$ cat src/rtl/ssd_scan_driver.sv
// Multi-digit seven-segment scan driver: double-buffered hex value, per-slot blanking, registered
// {anodes, segments} bus. Define SSD_LEADING_ZERO_BLANK_EN to suppress leading-zero digits.
module ssd_scan_driver #(
    parameter int unsigned NUM_DIGITS   = 4,
    parameter int unsigned DIV          = 100000,
    parameter int unsigned BLANK_CYCLES = 16,
    parameter bit          ACTIVE_LOW   = 1'b1
) (
    input  logic                      clk,
    input  logic                      reset,
    input  logic                      en,
    input  logic                      wr_en,
    input  logic [4*NUM_DIGITS-1:0]   wr_data,
    input  logic [NUM_DIGITS-1:0]     wr_dp,
    output logic                      frame_start,
    output logic [NUM_DIGITS+7:0]     ssd
);

    localparam int unsigned SlotW = (DIV > 1) ? $clog2(DIV) : 1;
    localparam int unsigned IdxW  = (NUM_DIGITS > 1) ? $clog2(NUM_DIGITS) : 1;
    localparam int unsigned SsdW  = NUM_DIGITS + 8;

    localparam logic [SlotW-1:0] SlotLast  = SlotW'(DIV - 1);
    // Only compared while in StBlank, which is unreachable when BLANK_CYCLES is 0.
    localparam logic [SlotW-1:0] BlankLast = SlotW'(BLANK_CYCLES - 1);
    localparam logic [IdxW-1:0]  IdxLast   = IdxW'(NUM_DIGITS - 1);
    localparam logic [SsdW-1:0]  SsdIdle   = {SsdW{ACTIVE_LOW}};

    typedef enum logic [1:0] {StIdle, StBlank, StDrive} state_e;

    state_e                  state_q, state_d, first_slot;
    logic [SlotW-1:0]        slot_cnt_q, slot_cnt_d;
    logic [IdxW-1:0]         digit_idx_q, digit_idx_d;
    logic                    frame_boundary;
    logic [4*NUM_DIGITS-1:0] pend_data_q, shadow_data_q;
    logic [NUM_DIGITS-1:0]   pend_dp_q, shadow_dp_q;
    logic [NUM_DIGITS-1:0]   lz_mask, anode_onehot;
    logic [3:0]              cur_nib;
    logic [7:0]              cur_seg;
    logic [SsdW-1:0]         ssd_raw, ssd_q;
    logic                    frame_start_d, frame_start_q;

    function automatic logic [6:0] seg7(input logic [3:0] nib);
        unique case (nib)
            4'h0: seg7 = 7'h3F;  4'h1: seg7 = 7'h06;  4'h2: seg7 = 7'h5B;  4'h3: seg7 = 7'h4F;
            4'h4: seg7 = 7'h66;  4'h5: seg7 = 7'h6D;  4'h6: seg7 = 7'h7D;  4'h7: seg7 = 7'h07;
            4'h8: seg7 = 7'h7F;  4'h9: seg7 = 7'h6F;  4'hA: seg7 = 7'h77;  4'hB: seg7 = 7'h7C;
            4'hC: seg7 = 7'h39;  4'hD: seg7 = 7'h5E;  4'hE: seg7 = 7'h79;  default: seg7 = 7'h71;
        endcase
    endfunction

    assign first_slot = (BLANK_CYCLES == 0) ? StDrive : StBlank;

    always_comb begin
        state_d        = state_q;
        slot_cnt_d     = slot_cnt_q;
        digit_idx_d    = digit_idx_q;
        frame_boundary = 1'b0;
        if (!en) begin
            state_d     = StIdle;
            slot_cnt_d  = '0;
            digit_idx_d = '0;
        end else begin
            unique case (state_q)
                StIdle: begin
                    state_d        = first_slot;
                    slot_cnt_d     = '0;
                    digit_idx_d    = '0;
                    frame_boundary = 1'b1;
                end
                StBlank, StDrive: begin
                    if (slot_cnt_q == SlotLast) begin
                        slot_cnt_d = '0;
                        state_d    = first_slot;
                        if (digit_idx_q == IdxLast) begin
                            digit_idx_d    = '0;
                            frame_boundary = 1'b1;
                        end else begin
                            digit_idx_d = digit_idx_q + 1'b1;
                        end
                    end else begin
                        slot_cnt_d = slot_cnt_q + 1'b1;
                        if (state_q == StBlank && slot_cnt_q == BlankLast) state_d = StDrive;
                    end
                end
                default: state_d = StIdle;
            endcase
        end
    end

`ifdef SSD_LEADING_ZERO_BLANK_EN
    logic lz_seen;
    // A digit is suppressed when it and every digit above it hold zero; digit 0 always shows.
    always_comb begin
        lz_mask = '0;
        lz_seen = 1'b0;
        for (int i = int'(NUM_DIGITS) - 1; i >= 1; i--) begin
            lz_seen    = lz_seen | (shadow_data_q[4*i +: 4] != 4'h0);
            lz_mask[i] = !lz_seen;
        end
    end
`else
    assign lz_mask = '0;
`endif

    assign cur_nib      = shadow_data_q[{digit_idx_q, 2'b00} +: 4];
    assign anode_onehot = NUM_DIGITS'(1) << digit_idx_q;

    always_comb begin
        cur_seg = {shadow_dp_q[digit_idx_q], seg7(cur_nib)};
        if (lz_mask[digit_idx_q]) cur_seg[6:0] = 7'h00;
        unique case (state_q)
            StBlank: ssd_raw = {{NUM_DIGITS{1'b0}}, cur_seg};
            StDrive: ssd_raw = {anode_onehot, cur_seg};
            default: ssd_raw = '0;
        endcase
        frame_start_d = (state_q != StIdle) && (slot_cnt_q == '0) && (digit_idx_q == '0);
    end

    always_ff @(posedge clk or negedge reset) begin
        if (!reset) begin
            state_q       <= StIdle;
            slot_cnt_q    <= '0;
            digit_idx_q   <= '0;
            pend_data_q   <= '0;
            pend_dp_q     <= '0;
            shadow_data_q <= '0;
            shadow_dp_q   <= '0;
            ssd_q         <= SsdIdle;
            frame_start_q <= 1'b0;
        end else begin
            state_q       <= state_d;
            slot_cnt_q    <= slot_cnt_d;
            digit_idx_q   <= digit_idx_d;
            ssd_q         <= ssd_raw ^ SsdIdle;
            frame_start_q <= frame_start_d;
            if (wr_en) begin
                pend_data_q <= wr_data;
                pend_dp_q   <= wr_dp;
            end
            // A write landing on the boundary bypasses pending so no stale frame is shown.
            if (frame_boundary) begin
                shadow_data_q <= wr_en ? wr_data : pend_data_q;
                shadow_dp_q   <= wr_en ? wr_dp : pend_dp_q;
            end
        end
    end

    assign ssd         = ssd_q;
    assign frame_start = frame_start_q;

endmodule

$ cat config.mk
export PLATFORM = sky130hd
export DESIGN_NAME = ssd_scan_driver
export DESIGN_NICKNAME = d
export VERILOG_FILES = /design/src/rtl/ssd_scan_driver.sv
export SDC_FILE = /design/constraint.sdc
export NUM_CORES = 1
export LEC_CHECK = 0
export ABC_AREA = 0
export BUFFER_PORTS_ARGS = -buffer_cell sky130_fd_sc_hd__buf_4
export CORE_MARGIN = 10
export CORE_UTILIZATION = 60
export CTS_CLUSTER_DIAMETER = 80
export DETAILED_ROUTE_END_ITERATION = 10
export PLACE_DENSITY = 0.81
export SLEW_MARGIN = 20
export SYNTH_ARGS = -nofsm -noshare
export SYNTH_HDL_FRONTEND = slang
export SYNTH_SLANG_ARGS = --single-unit
$ cat constraint.sdc
create_clock -name clk -period 4.3 [get_ports clk]
set_clock_uncertainty 0.05 [all_clocks]
set_input_delay 0.43 -clock clk [delete_from_list [all_inputs] [get_ports clk]]
set_output_delay 0.43 -clock clk [all_outputs]
set_load 0.02 [all_outputs]
==> metrics.cfg, run 1 <==
[drt]
vias = 2514
drt-wirelength-per-cell_um = 18.2
antenna_left = 0
via_per_inst = 6.00
drt_iter0_drc = 112
drt_wl_total_mm = 7.61
drc = 0
dr.pass1.iters = 4

[cells_and_area]
seq_area_sq_um = 1870
final_cell_mix = dfrtp_1 (62), mux2_2 (44), buf_4 (36), nand2_1 (21), ha_1 (16)
antenna_cells = 0
num-fill-cells = 402
final_cell_count_no_fill = 419
area_growth_pct = 14.2
drive_gt1_share_pct = 36.6
final_nets = 379
multiInputGateArea_sq_um = 1670
final_common_cell = dfrtp_1

[global_route]
grt-busiest-layer = met2
antenna_found_initial = 0
overflow = 0
grt_pass1_wl_mm = 12.9
use_met3_pct = 3.38
grt_max_degree = 75
grtUsageMet2_pct = 26.2
grt_pass1_vias = 2659
grt_usage_pct = 16.2
grt_use_met1_pct = 20.1

[clocking]
htree_num_levels = 3
worstSkewPairLatency_ps = 340
numCtsBuffers = 9
hold_buffers = 0
postCtsSetupBuffers = 0
cts_tree = done
cts-root-buf = clkbuf_8
cts.repair.resized = 0
clock_sinks = 74
path_clk_slew_ps = 80
clk_path_buf_depth = 2

[floorplanning]
die_w_um = 98.3
design.portCount = 37
core_area_sq_um = 5920
die_h_um = 98.3
die_area_sq_um = 9660
start_util_pct = 62.1
rows = 28

[sta]
setup_viol = 0
rsz0062_at_grt = false
fmax_ghz = 0.336
slew_viol_final = 0
setup_tns_ps = 0
worst_pin_slew_ps = 967
max_slew_margin_pct = 35.2
fin_crit_sh_pct = 69.2
holdWs_ps = 147
fin_crit_ps = 2970
finalHoldViolCount = 0
setup_slack_ps = 1330

[yosys]
synth.distinct_cells = 50
ys_ff_latch = 74
yosysSeqAreaShare_pct = 50.8
synth.avg_cell_area_sq_um = 12.1
synthArstFlopShare_pct = 100
syn_area_sq_um = 3680
synth_edf_count = 0
synthFlopType = dfrtp_1
synth.net_count = 344
synth_cells = 304
synth_warnings = 0

[pwr]
ir_worst_vdd_mv = 0.397
powerDensity_nw_per_um2 = 578
combPwrFrac_pct = 32.4
power.internal_w = 0.00166
switching_share_pct = 31.8
p_sw_w = 0.000771
p_seq_share_pct = 39.9
p_leak_nw = 1.88
pwr-share-clk_pct = 27.7
power.total_w = 0.00243

[critical_path]
arrival_ps = 3150
critPathMaxStageDelay_ps = 780
path_cells = or4_4, nor4_4, a31oi_1, nor2b_2, mux2_2
start_kind = flip-flop
crit_type = reg -> reg
cp.depth = 5
crit_slowest_cell = nor2b_2
critPathMaxFanout = 20
timing.critical_path.max_delay_family = simple AND/OR/NAND/NOR gates
critPathBufInv = 0
reg2reg_depth = 5
end_kind = flip-flop
worstPathRequired_ps = 4480

[status]
status = finished clean

[placed_design]
gp_congestion = 0.885
place_inst = 403
post-dp-hpwl_mm = 5.07
io_buffers = 36
place_ws_ps = 1310

[min_path]
hold_path.class = in -> async

[flow_run]
drv_cap = 0

metal layers:
metal,vias up,wire length (um)
met2,83,3710
met5,-,0
li1,1170,-
met3,21,375
met1,1240,3310
met4,0,213
cells in the mapped netlist, types with 2 or more instances:
cell	instances	area (sq um)
dfrtp_1	62	1550
mux2_2	44	495
nand2_1	21	78.8
ha_1	16	200
o21ai_0	15	75.1
dfstp_2	12	315
a21o_1	11	82.6
inv_1	11	41.3
nand3_1	8	40.0
nor2_1	8	30.0
a21oi_1	7	35.0
nor3_1	7	35.0
and3_1	6	37.5
buf_6	5	56.3
mux4_2	5	113
nor2b_1	5	31.3
nor3b_1	5	37.5
nor4_1	5	31.3
o211ai_1	5	37.5
or2_2	5	31.3
clkbuf_1	4	15.0
nand4_1	3	18.8
a31oi_1	2	12.5
mux2i_1	2	20.0
o311ai_0	2	17.5
or3_1	2	12.5
or4_1	2	15.0
xor2_1	2	17.5
layout make-up:
| cell class | instances | share of cell area (%) |
|---|---|---|
| Sequential cell | 74 | 44.5 |
| Clock buffer | 12 | 3.69 |
| Multi-Input combinational cell | 207 | 39.8 |
| Tap cell | 75 | 2.23 |
| Clock inverter | 4 | 2.35 |
| Timing Repair Buffer | 36 | 6.44 |
| Inverter | 11 | 0.983 |
cells by family after synthesis:
| kind of cell | Yosys count | share of synthesized area, % |
|---|---|---|
| mux | 51 | 17.1 |
| simple gates | 89 | 14.0 |
| buf+inv | 23 | 3.71 |
| fa+ha+maj | 16 | 5.45 |
| compound gates | 49 | 8.51 |
| xor+xnor | 2 | 0.477 |
| flops | 74 | 50.8 |
worst register-to-register path: stages (launching register included):
cell	delay [ps]
dfrtp_1	420
or4_4	580
nor4_4	450
a31oi_1	160
nor2b_2	780
mux2_2	430
power by group through the flow:
stage                     clock [W]  sequential (W)  combinational [W]
after floorplan                   0         0.00101           0.000552
after global placement            0        0.000967           0.000742
after detailed placement          0        0.000977           0.000776
after CTS                  0.000677        0.000969           0.000789
after global routing       0.000712        0.000990           0.000861
final                      0.000673        0.000968           0.000787
flip-flops by register name, indices dropped and copies added, names as in the netlist:
register and flops:
digit_idx_q 2, shadow_data_q 16, pend_data_q 16, ssd 12, slot_cnt_q 17, shadow_dp_q 4, pend_dp_q 4, state_q 2
frame_start 1
per-stage QoR:
step           area, sq um  util (%)
2_1_floorplan         3680         -
3_3_place_gp          3950      66.6
3_5_place_dp          3950      66.6
4_1_cts               4200      70.9
5_1_grt               4200      70.9
6_report              4200      70.9
final timing paths:
path                                         endpoint  slack [ps]                  startpoint
max in group asynchronous  digit_idx_q[0]$_DFFE_PN0P_        3460                       reset
min reg2reg                  pend_data_q[0]$_DFF_PN0_         440    pend_data_q[0]$_DFF_PN0_
max reg2reg                shadow_dp_q[2]$_DFFE_PN0P_        1330  slot_cnt_q[12]$_DFFE_PN0P_
min in group clk            pend_data_q[10]$_DFF_PN0_         280                 wr_data[10]
min                          pend_data_q[6]$_DFF_PN0_         150                       reset
max                        shadow_dp_q[2]$_DFFE_PN0P_        1330  slot_cnt_q[12]$_DFFE_PN0P_
(Power assumes the default switching activity.)
==> inputs of run 2 (changes only) <==
Settings changed: ABC_AREA 0 to 1, CORE_UTILIZATION 60 to 59, PLACE_DENSITY 0.81 to 0.8.
Clock period 4.3 ns to 2.8 ns, I/O delays scaled along.
==> run 2 against run 1 <==
  * The run now ends with negative hold slack left
  * Routed wire length decreased by 0.84%
  * Core utilization decreased by 0.63 points
  * Largest power group unchanged
  * Largest cell class unchanged
  * Global-route usage decreased by 0.36 points
  * Highest routed layer unchanged
  * Non-clock buffer count increased by 2
==> metrics.cfg, run 2 <==
[yosys]
synth_top_area_share_pct = 41.5
synth_cells = 418
synth.avg_cell_area_sq_um = 8.95
synth_common_cells = nand2_1 (107), dfrtp_1 (62), nand3_1 (43), nor2_1 (36), inv_1 (33)
synth_top_area_cell = dfrtp_1
yosysSeqAreaShare_pct = 49.9
synthFlopType = dfrtp_1
synth.net_count = 458
synth.distinct_cells = 30
ys_top_cells_by_area = dfrtp_1 (41%), nand2_1 (11%), dfstp_2 (8.4%)
synth_warnings = 0
synthArstFlopShare_pct = 100
synth.most_common_cell = nand2_1
synth_edf_count = 0
syn_area_sq_um = 3740
ys_ff_latch = 74

[floorplanning]
die_w_um = 99.6
die_h_um = 99.6
rows = 28
core_area_sq_um = 6030
design.portCount = 37
die_area_sq_um = 9930
start_util_pct = 62.1

[cells_and_area]
final_common_cell = nand2_1
largest_register = slot_cnt_q
final_nets = 495
post-route-util_pct = 70.3
drive_gt1_share_pct = 22.7
area_growth_pct = 13.2
final_cell_mix = nand2_1 (107), dfrtp_1 (62), nand3_1 (43), buf_4 (38), nor2_1 (36)
largest_reg_flops = 17
top_regs = slot_cnt_q: 17 flops, pend_data_q: 16 flops, shadow_data_q: 16 flops
num-fill-cells = 457
antenna_cells = 0

[clocking]
cts_tree = done
numCtsBuffers = 9
hold_buffers = 0
htree_num_levels = 3
cts-root-buf = clkbuf_8
clk_path_buf_depth = 2
clock_sinks = 74
path_clk_slew_ps = 70
postCtsSetupBuffers = 0
cts.repair.resized = 0
worstSkewPairLatency_ps = 350

[pwr]
powerDensity_nw_per_um2 = 888
ir_worst_vdd_mv = 0.548
p_leak_nw = 1.98

[critical_path]
start_kind = flip-flop
crit_slowest_cell = dfrtp_1
worstPathRequired_ps = 3020
path_cells = inv_2, nand2_1, nand2_1, mux2i_2, inv_1, ha_1, inv_1, nor2_1, o21ai_0, nand3_1
critPathMaxStageDelay_ps = 610
end_kind = flip-flop
critPathMaxFanout = 15
crit_type = reg -> reg
arrival_ps = 2380

[status]
status = finished, violations left
violations = negative hold slack

[sta]
setup_tns_ps = 0
setup_viol = 0
fmax_ghz = 0.462
fin_crit_sh_pct = 77.3
finalHoldViolCount = 5
worst_pin_slew_ps = 907
fin_crit_ps = 2170
max_slew_margin_pct = 39.5
slew_viol_final = 0
holdWs_ps = -7.25
rsz0062_at_grt = false

[global_route]
use_met3_pct = 4.15
antenna_found_initial = 0
overflow = 0
grt-busiest-layer = met2
grt_usage_pct = 15.8
grt_max_degree = 75
grtUsageMet2_pct = 24.4
grt_pass1_vias = 2752
grt_use_met1_pct = 20.5
grt_pass1_wl_mm = 12.9

[min_path]
hold_path.class = in -> async

[drt]
via_per_inst = 5.33
antenna_left = 0
vias = 2847
drt-wirelength-per-cell_um = 14.1
drt_wl_total_mm = 7.55
dr.pass1.iters = 4
drc = 0
drt_iter0_drc = 136

[placed_design]
post-dp-hpwl_mm = 5.39
gp_congestion = 0.943
io_buffers = 36

[flow_run]
drv_cap = 0

run 2: cell count changes after synthesis, moves of 6 or more:
cell	previous run	this run
a21o_1	11	0
and3_1	6	0
inv_1	11	33
mux2_2	44	20
nand2_1	21	107
nand2_2	0	7
nand3_1	8	43
nor2_1	8	36
run 2: stage by stage:
| step | instances | power, W | instance area (sq um) | setup slack, ps | hold WS, ps |
|---|---|---|---|---|---|
| 2_1_floorplan | 418 | 0.00254 | 3740 | 1070 | -65.6 |
| 3_3_place_gp | 519 | 0.00284 | 4030 | 827 | 405 |
| 3_5_place_dp | 519 | 0.00289 | 4030 | 680 | 409 |
| 4_1_cts | 534 | 0.00379 | 4240 | 662 | 37.5 |
| 5_1_grt | 534 | 0.00403 | 4240 | 373 | 66.3 |
| 6_report | 534 | 0.00376 | 4240 | 634 | -7.25 |
run 2: area by class of cell:
class | instances | area (sq um) | share of cell area, %
clock buffer | 10 | 128 | 3.01
multi-input combinational | 295 | 1640 | 38.8
sequential | 74 | 1870 | 44.1
inverter | 37 | 139 | 3.28
timing repair buffer | 38 | 285 | 6.74
clock inverter | 5 | 80.1 | 1.89
tap | 75 | 93.8 | 2.22
run 2: metal layers:
layer | wire length (um) | vias up | part of all wire, %
li1 | - | 1423 | -
met1 | 3480 | 1349 | 46
met2 | 3600 | 67 | 48
met3 | 383 | 8 | 5.1
met4 | 88 | 0 | 1.2
met5 | 0 | - | 0
run 2: power breakdown:
group / switching, W / total [W] / internal (W) / leakage (nW)
combinational: 0.000900 / 0.00138 / 0.000480 / 0.971
clock: 0.000384 / 0.000879 / 0.000495 / 0.0984
sequential: 0.000147 / 0.00150 / 0.00136 / 0.912
run 2: final timing paths:
path / start / to / slack, ps / cells after the start
max in group asynchronous: reset / frame_start$_DFF_PN0_ / 2100 / 1
worst min-delay path: reset / slot_cnt_q[8]$_DFFE_PN0P_ / -7 / 1
worst max register to register: digit_idx_q[0]$_DFFE_PN0P_ / ssd[3]$_DFF_PN1_ / 630 / 10
worst max-delay path: digit_idx_q[0]$_DFFE_PN0P_ / ssd[3]$_DFF_PN1_ / 630 / 10
min in group clk: wr_data[0] / pend_data_q[0]$_DFF_PN0_ / 130 / 2
worst min register to register: shadow_data_q[1]$_DFFE_PN0P_ / shadow_data_q[1]$_DFFE_PN0P_ / 420 / 2
run 2: cell families after synthesis:
family,after synthesis,share of synthesized area (%)
AO/OA/AOI/OAI,39,5.65
XOR/XNOR,6,1.40
adder cells (fa/ha/maj),16,5.35
buffers and inverters,49,6.22
flip-flops,74,49.9
multiplexers,21,6.39
AND/OR/NAND/NOR,213,25.1
run 2: worst max-delay path, delay by kind of cell, from the launching register on:
kind | cells | cell delay [ps]
AOI/OAI and AO/OA | 1 | 190
adders and majority gates | 1 | 210
buffers and inverters | 3 | 380
DFF | 1 | 610
muxes | 1 | 340
and+or+nand+nor | 4 | 300
==> inputs of run 3 (changes only) <==
Settings changed: CORE_UTILIZATION 59 to 53, PLACE_DENSITY 0.8 to 0.76.
Clock period 2.8 ns to 1.95 ns, I/O delays scaled along.
==> run 3 against run 2 <==
  * The run now ends clean
  * Clock-buffer cell count shrank 1
  * Final area grew 3.1%
  * Sequential share of layout area is 1.3 points lower
  * Setup slack worse by 460 ps
  * Final cell count rose by 6.0%
  * Die area is 9.0% higher
  * Sequential power increased by 43%
  * Critical endpoint is now ssd[0]$_DFF_PN1_
==> metrics.cfg, run 3 (synthesized netlist as in run 2, its figures left out) <==
[clocking]
path_clk_slew_ps = 90
cts-root-buf = clkbuf_8
clk_path_buf_depth = 2
worstSkewPairLatency_ps = 360
cts_tree = done
numCtsBuffers = 9
clock_sinks = 74
htree_num_levels = 3

[critical_path]
end_kind = flip-flop
arrival_ps = 2000
cpMostUsedCell = inv_1
critPathMaxStageDelay_ps = 470
timing.critical_path.max_delay_family = flip-flops
crit_type = reg -> reg
path_cells = inv_1, o211ai_1, nand2_2, inv_1, ha_1, inv_1, nor2_1, a21oi_1, nand3_1
critPathBufInv = 3
crit_slowest_cell = dfrtp_1
critPathMaxFanout = 6
start_kind = flip-flop
worstPathRequired_ps = 2180

[drt]
drc = 0
dr.pass1.iters = 4
via_per_inst = 4.97
drt_iter0_drc = 159
vias = 2814
drt_wl_total_mm = 7.57
drt-wirelength-per-cell_um = 13.4
antenna_left = 0

[cells_and_area]
post-route-util_pct = 63.9
final_cell_mix = nand2_1 (106), dfrtp_1 (61), buf_4 (46), nand3_1 (43), nor2_1 (36)
top_regs = slot_cnt_q: 17 flops, pend_data_q: 16 flops, shadow_data_q: 16 flops
final_nets = 505
drive_gt1_share_pct = 25.1
largest_register = slot_cnt_q
num-fill-cells = 576
final_common_cell = nand2_1
area_growth_pct = 16.7
antenna_cells = 0
largest_reg_flops = 17

[floorplanning]
core_area_sq_um = 6830
design.portCount = 37
die_area_sq_um = 10800
rows = 30
start_util_pct = 54.8
die_w_um = 104
die_h_um = 104

[sta]
worst_pin_slew_ps = 514
rsz0062_at_grt = false
fin_crit_ps = 1770
fin_crit_sh_pct = 90.8
holdWs_ps = 29.1
fmax_ghz = 0.565
setup_viol = 0
max_slew_margin_pct = 65.7
finalHoldViolCount = 0
setup_tns_ps = 0
setup_slack_ps = 179
slew_viol_final = 0

[global_route]
grt_pass1_vias = 2889
use_met3_pct = 3.59
grtUsageMet2_pct = 22.3
grt_usage_pct = 14.5
overflow = 0
grt_use_met1_pct = 18.4
antenna_found_initial = 0
grt-busiest-layer = met2
grt_pass1_wl_mm = 13.2
grt_max_degree = 39

[pwr]
powerDensity_nw_per_um2 = 1250
power.total_w = 0.00547
p_leak_nw = 2.03
ir_worst_vdd_mv = 0.584

[flow_run]
drv_cap = 0

[min_path]
hold_path.class = in -> reg

[status]
status = finished clean

[placed_design]
gp_congestion = 0.905
io_buffers = 36
place_ws_ps = 111
post-dp-hpwl_mm = 5.62

[run 3: per-layer routing]
layer  share of wire, %  vias up  wire, um
met5                  0        -         0
met4                1.6        0       121
met3                4.1       12       308
met2                 45       58      3440
met1                 49     1296      3700
li1                   -     1448         -
[run 3: repair_timing]
action                     4_1_cts  5_1_grt
resized for setup                0        4
hold buffers                     1        0
hold endpoints to repair        36        0
setup buffers                    0        3
setup endpoints to repair        0        8
[run 3: path summary, 6_finish.rpt]
path                                            startpoint  depth (start not counted)                          to  slack [ps]
worst max-delay path            digit_idx_q[1]$_DFFE_PN0P_                          9            ssd[0]$_DFF_PN1_         180
worst min-delay path                            wr_data[0]                          2    pend_data_q[0]$_DFF_PN0_          30
worst max register to register  digit_idx_q[1]$_DFFE_PN0P_                          9            ssd[0]$_DFF_PN1_         180
worst min register to register  shadow_dp_q[1]$_DFFE_PN0P_                          2  shadow_dp_q[1]$_DFFE_PN0P_         420
max in group asynchronous                            reset                          3           ssd[10]$_DFF_PN1_         900
min in group asynchronous                            reset                          2   pend_data_q[12]$_DFF_PN0_         300
[run 3: worst reg2reg max path: cells and delay by family, from the launching register on]
| family | cells | cell delay (ps) |
|---|---|---|
| AOI/OAI and AO/OA | 2 | 310 |
| adders and majority gates | 1 | 220 |
| buffers and inverters | 3 | 380 |
| DFF | 1 | 470 |
| and+or+nand+nor | 3 | 280 |
[run 3: metrics by stage]
stage / instances / instance area, sq um
after floorplan: 418 / 3740
final: 566 / 4370
after CTS: 563 / 4330
after detailed placement: 546 / 4110
after global routing: 566 / 4370
after global placement: 546 / 4110
[run 3: area by class of cell]
class                           instances  area [sq um]  share of cell area (%)
Sequential cell                        74          1870                    42.8
Clock inverter                          7          81.3                    1.86
Inverter                               37           139                    3.18
Multi-Input combinational cell        295          1660                    38.0
Clock buffer                            9           124                    2.84
Timing Repair Buffer                   48           375                    8.60
Tap cell                               96           120                    2.75
[run 3: where the power goes]
group	leakage (nW)	internal, W	switching (W)	total (W)
registers	0.911	0.00195	0.000198	0.00214
clock network	0.101	0.000611	0.000625	0.00124
logic	1.02	0.000768	0.00132	0.00209
total	2.03	0.00332	0.00214	0.00547
